--- config.mk ---
export PLATFORM = sky130hd
export DESIGN_NAME = imm_unit
export DESIGN_NICKNAME = d
export VERILOG_FILES = /design/src/rtl/nebula.sv /design/src/rtl/imm_decode.sv /design/src/rtl/imm_unit.sv
export SDC_FILE = /design/constraint.sdc
export NUM_CORES = 1
export LEC_CHECK = 0
export CORE_MARGIN = 2
export CORE_UTILIZATION = 46
export DETAILED_ROUTE_END_ITERATION = 7
export PLACE_DENSITY = 0.76
export SKIP_CTS_REPAIR_TIMING = 1
export SLEW_MARGIN = 5
export SYNTH_ARGS = -nofsm -noshare
export SYNTH_HDL_FRONTEND = slang
export SYNTH_SLANG_ARGS = --single-unit
export TNS_END_PERCENT = 20
--- constraint.sdc ---
create_clock -name clk_i -period 1.5 [get_ports clk_i]
set_input_delay 0.3 -clock clk_i [delete_from_list [all_inputs] [get_ports clk_i]]
set_output_delay 0.3 -clock clk_i [all_outputs]
set_load 0.005 [all_outputs]
--- src/rtl/nebula.sv ---
// Shared decode-stage types for the nebula core: immediate format selector
// and a helper that classifies compressed (RVC) formats.
package nebula;

    localparam int unsigned IMM_TYPE_W = 4;

    typedef enum logic [IMM_TYPE_W-1:0] {
        i_type = 4'd0,
        s_type = 4'd1,
        b_type = 4'd2,
        u_type = 4'd3,
        j_type = 4'd4,
        c_ci   = 4'd5,
        c_lui  = 4'd6,
        c_lwsp = 4'd7,
        c_swsp = 4'd8,
        c_ls   = 4'd9,
        c_j    = 4'd10,
        c_b    = 4'd11
    } imm_t;

    function automatic logic is_rvc_imm(imm_t t);
        return t inside {c_ci, c_lui, c_lwsp, c_swsp, c_ls, c_j, c_b};
    endfunction

endpackage

--- src/rtl/imm_decode.sv ---
// Combinational immediate extraction for base and compressed formats.
// Undefined selectors, and compressed selectors with RVC_EN=0, give imm=0/illegal=1.
module imm_decode
    import nebula::*;
#(
    parameter int XLEN   = 32,
    parameter bit RVC_EN = 1'b1
) (
    input  logic [31:0]     instr_i,
    input  imm_t            type_i,
    output logic [XLEN-1:0] imm_o,
    output logic            illegal_o
);

    logic [31:0] imm32;
    logic        ill;
    logic        unused_instr;

    // Opcode bits [1:0] never contribute to any immediate.
    assign unused_instr = ^instr_i[1:0];

    always_comb begin
        imm32 = '0;
        ill   = 1'b0;
        case (type_i)
            i_type: imm32 = {{20{instr_i[31]}}, instr_i[31:20]};
            s_type: imm32 = {{20{instr_i[31]}}, instr_i[31:25], instr_i[11:7]};
            b_type: imm32 = {{19{instr_i[31]}}, instr_i[31], instr_i[7],
                             instr_i[30:25], instr_i[11:8], 1'b0};
            u_type: imm32 = {instr_i[31:12], 12'h000};
            j_type: imm32 = {{11{instr_i[31]}}, instr_i[31], instr_i[19:12],
                             instr_i[20], instr_i[30:21], 1'b0};
            c_ci:   imm32 = {{26{instr_i[12]}}, instr_i[12], instr_i[6:2]};
            c_lui:  imm32 = {{14{instr_i[12]}}, instr_i[12], instr_i[6:2], 12'h000};
            c_lwsp: imm32 = {24'h0, instr_i[3:2], instr_i[12], instr_i[6:4], 2'b00};
            c_swsp: imm32 = {24'h0, instr_i[8:7], instr_i[12:9], 2'b00};
            c_ls:   imm32 = {25'h0, instr_i[5], instr_i[12:10], instr_i[6], 2'b00};
            c_j:    imm32 = {{20{instr_i[12]}}, instr_i[12], instr_i[8], instr_i[10:9],
                             instr_i[6], instr_i[7], instr_i[2], instr_i[11],
                             instr_i[5:3], 1'b0};
            c_b:    imm32 = {{23{instr_i[12]}}, instr_i[12], instr_i[6:5], instr_i[2],
                             instr_i[11:10], instr_i[4:3], 1'b0};
            default: ill = 1'b1;
        endcase
        if (!RVC_EN && is_rvc_imm(type_i)) begin
            imm32 = '0;
            ill   = 1'b1;
        end
    end

    // Every 32-bit form above is already correctly extended to bit 31, so the
    // 64-bit result just replicates bit 31 (zero-extended forms have it clear).
    if (XLEN == 64) begin : g_x64
        assign imm_o = {{32{imm32[31]}}, imm32};
    end else begin : g_x32
        assign imm_o = imm32;
    end

    assign illegal_o = ill;

endmodule

--- src/rtl/imm_unit.sv ---
// Pipelined immediate generator: imm_decode followed by an output register
// and a skid register so the unit sustains one result per cycle under backpressure.
module imm_unit
    import nebula::*;
#(
    parameter int XLEN   = 32,
    parameter bit RVC_EN = 1'b1
) (
    input  logic            clk_i,
    input  logic            rst_i,
    input  logic            valid_i,
    output logic            ready_o,
    input  logic [31:0]     instr_i,
    input  imm_t            type_i,
    input  logic            flush_i,
    output logic            valid_o,
    input  logic            ready_i,
    output logic [XLEN-1:0] imm_o,
    output logic            illegal_o
);

    logic [XLEN-1:0] dec_imm;
    logic            dec_ill;

    logic            out_valid_q, out_valid_d;
    logic [XLEN-1:0] out_imm_q,   out_imm_d;
    logic            out_ill_q,   out_ill_d;
    logic            skid_valid_q, skid_valid_d;
    logic [XLEN-1:0] skid_imm_q,   skid_imm_d;
    logic            skid_ill_q,   skid_ill_d;

    logic accept;
    logic drain;

    imm_decode #(
        .XLEN   (XLEN),
        .RVC_EN (RVC_EN)
    ) u_imm_decode (
        .instr_i   (instr_i),
        .type_i    (type_i),
        .imm_o     (dec_imm),
        .illegal_o (dec_ill)
    );

    // ready depends only on held state, so there is no path from ready_i.
    assign ready_o   = !skid_valid_q && !rst_i;
    assign valid_o   = out_valid_q;
    assign imm_o     = out_imm_q;
    assign illegal_o = out_ill_q;

    assign accept = valid_i && ready_o;
    assign drain  = out_valid_q && ready_i;

    always_comb begin
        out_valid_d  = out_valid_q;
        out_imm_d    = out_imm_q;
        out_ill_d    = out_ill_q;
        skid_valid_d = skid_valid_q;
        skid_imm_d   = skid_imm_q;
        skid_ill_d   = skid_ill_q;

        if (drain) begin
            if (skid_valid_q) begin
                out_imm_d    = skid_imm_q;
                out_ill_d    = skid_ill_q;
                skid_valid_d = 1'b0;
            end else begin
                out_valid_d = 1'b0;
            end
        end

        // accept implies skid is empty, so it never collides with a skid->out move
        if (accept) begin
            if (!out_valid_q || drain) begin
                out_valid_d = 1'b1;
                out_imm_d   = dec_imm;
                out_ill_d   = dec_ill;
            end else begin
                skid_valid_d = 1'b1;
                skid_imm_d   = dec_imm;
                skid_ill_d   = dec_ill;
            end
        end

        if (flush_i) begin
            out_valid_d  = 1'b0;
            skid_valid_d = 1'b0;
        end
    end

    always_ff @(posedge clk_i) begin
        if (rst_i) begin
            out_valid_q  <= 1'b0;
            out_imm_q    <= '0;
            out_ill_q    <= 1'b0;
            skid_valid_q <= 1'b0;
            skid_imm_q   <= '0;
            skid_ill_q   <= 1'b0;
        end else begin
            out_valid_q  <= out_valid_d;
            out_imm_q    <= out_imm_d;
            out_ill_q    <= out_ill_d;
            skid_valid_q <= skid_valid_d;
            skid_imm_q   <= skid_imm_d;
            skid_ill_q   <= skid_ill_d;
        end
    end

endmodule

==> results.cfg <==
[outcome]
status = finished with violations
violations = setup timing

[sta]
fmax_mhz = 585
slew_headroom_pct = 59.1
worst_slew_pin_slew_ns = 0.614
skew_ns = 0.00686
post-route-period-util_pct = 114
setup_violations = 21
period_minus_slack_ns = 1.71
slew_viol_final = 0
rsz0062_at_grt = true
final-hold-violation-count = 0
layout_setup_ws_ns = -0.211

[synthesis]
yosys_warnings = 0
synth_top_cell_by_area = dfxtp_1
syn_avg_cell_area_sq_um = 9.43
synth_xor_area_share_pct = 0.244
netlist_top_cells_area = dfxtp_1 38%, mux2i_1 9.8%, a211oi_1 4.6%, a221oi_2 3.8%, nor2_1 3.6%
netlist_instances = 380
synth_top_area_share_pct = 38.0
synth_fa_ha_area_share_pct = 0.314
synthMuxAreaShare_pct = 10.4
yosys.area_share.simple_pct = 19.6
synth_cell_types = 66
synthesis.nets = 421
yosysSeqAreaShare_pct = 38.0
async_flop_share_pct = 0
syn-cell-area_sq_um = 3580
synth_edf_count = 0
synth_top_family_by_area = compound AO/OA/AOI/OAI gates
synth_ff_type = dfxtp_1
synth_compound_area_share_pct = 26.0
ys_seq_elements = 68

[layout]
final_net_count = 558
drive_gt1_share_pct = 37.0
fillCellCount = 484
antennaDiodeCount = 0
area_growth_pct = 61.6
fin_util_pct = 75.7
finish.instance_area_sq_um = 5790

[routing]
wl_per_cell_um = 21.2
routed_wl_mm = 13.2
via_per_inst = 6.27
routed.top_layer = met4
met2WireLength_mm = 6.48
drc = 0
wl_met3_um = 986
wl_met1_mm = 5.24
firstDrtPassIters = 5
drt_iter0_drc = 290
vias = 3915
antenna_left = 0

[setup_path]
worst_r2r_path_depth = 7
arrival_ns = 1.94
worstReg2RegEnd = skid_imm_q[15]
cp.required_ns = 1.73
worstPathCellList = nand2_2 > buf_6 > nor4_4 > buf_6 > buf_12 > nor2_1 > a211oi_1
crit_path_top_delay_cell = dfxtp_2
cp_common_cell = buf_6
critPathMaxFanout = 13
r2r_setup_slack_ns = -0.21
crit_type = reg2reg
max_stage_delay_ns = 0.35
cp-start-kind = flop
cp-end-kind = flop
timing.rr.start = valid_o

[pwr]
power.density_nw_per_um2 = 795
totalPowerFinal_mw = 4.60
p_leak_nw = 2.82
vdd_ir_drop_max_uv = 415

[die]
die_w_um = 92.3
row_count = 32
start_util_pct = 46.9
ioPinCount = 76
die_y_um = 92.3
core-area_sq_um = 7650
dieArea_sq_um = 8510

[min_path]
min_path_type = in2reg
hold_start = rst_i
whs_path_depth = 3
min_to = valid_o

[placement]
numPortBuffers = 73
hpwlAfterDp_mm = 7.77
placed_area_sq_um = 4910
gp_congestion = 0.940

[grt]
grt_max_degree = 52
antenna_found_initial = 0
grt_pass1_wl_mm = 17.1
gr-total-overflow = 0
grt_use_total_pct = 25.5
grt_pass1_vias = 3463

[clocking]
cts_buffer_depth = 2
path_clk_slew_ns = 0.07
worstSkewPairLatency_ns = 0.35
cts_tree = done
htree_levels = 3
clock_sink_count = 68
cts-root-buf = clkbuf_8
cts_made_buffers = 9

[job]
maxCapViolCount = 0
[cells in the final DEF, fill, tap and decap left out, types with 5 or more instances in the layout]
cell type	netlist	layout
a21o_1	5	5
buf_6	2	12
dfxtp_1	68	50
nand2b_1	7	5
dfxtp_2	0	18
nand3b_1	7	7
buf_12	0	10
a211oi_1	22	13
mux2i_1	35	34
clkbuf_8	0	10
a21oi_1	14	12
nand2_1	18	15
and2_1	6	6
buf_4	4	63
clkdlybuf4s50_1	0	35
a221oi_2	9	11
nor4_4	1	6
nor2_1	34	28
a211oi_2	0	7
dlymetal6s2s_1	0	34
o21ai_0	6	5
o22ai_1	18	18
a311oi_1	11	10
[worst max-delay path: cells and delay by family, from the launching register on]
kind | cells | cell delay, ns
DFF | 1 | 0.35
buffers and inverters | 3 | 0.50
and+or+nand+nor | 3 | 0.46
AOI/OAI and AO/OA | 1 | 0.28
[cell usage after synthesis (5+ instances only)]
cell type and number:
dfxtp_1 68, mux2i_1 35, nor2_1 34, a211oi_1 22, nand2_1 18, o22ai_1 18
buf_2 17, a21oi_1 14, a311oi_1 11, clkbuf_1 11, a221oi_2 9, nand2b_1 7
nand3b_1 7, and2_1 6, o21ai_0 6, a21boi_1 5, a21o_1 5, nand3_1 5
nor4_1 5
[registers in the layout, summed over array words and instances (netlist names)]
signal and cells:
imm_o 32, skid_valid_q 1, skid_imm_q 32, valid_o 1
skid_ill_q 1, illegal_o 1
[per-layer routing]
metal	track usage [%]	up-vias
met2	42.4	243
li1	-	1738
met3	5.01	46
met4	9.45	0
met1	32.7	1888
met5	0	-
[where the power goes]
group	switching [mW]	internal [mW]
clock	0.718	0.981
sequential	0.0378	1.87
combinational	0.468	0.522
[how the worst max path moves through the flow]
| stage | cells past startpoint | endpoint | start |
|---|---|---|---|
| 3_3_place_gp | 6 | skid_imm_q[16] | type_i[2] |
| 6_report | 7 | skid_imm_q[15] | valid_o |
| 5_1_grt | 7 | skid_imm_q[15] | valid_o |
| 2_1_floorplan | 5 | imm_o[20] | type_i[0] |
| 3_5_place_dp | 6 | skid_imm_q[16] | type_i[2] |
| 4_1_cts | 6 | skid_imm_q[16] | type_i[2] |
[kinds of logic after synthesis]
logic type | after synthesis
mux | 37
flops | 68
simple gates | 117
buf+inv | 38
compound gates | 118
fa+ha+maj | 1
xor+xnor | 1
[stage by stage]
stage | hold slack (ns) | TNS [ns] | cells | setup WS, ns
finish | 0.338 | -1.04 | 624 | -0.211
global route | 0.349 | -2.46 | 624 | -0.247
CTS | 0.314 | -18.21 | 611 | -0.500
floorplan | 0.377 | -0.127 | 380 | -0.0324
detailed placement | 0.459 | -41.24 | 595 | -0.853
global placement | 0.445 | -38.59 | 595 | -0.746
[area by class of cell]
class                   count  area (sq um)  area share [%]
multi-input cells         274          2370            40.9
inverters                   3          11.3           0.195
flip-flops and latches     68          1380            23.9
clock buffers              12           145            2.51
repair buffers            161          1680            29.0
well taps                 102           128            2.20
clock inverters             4          72.6            1.25
Note: power is estimated with default switching activity, not from simulation.
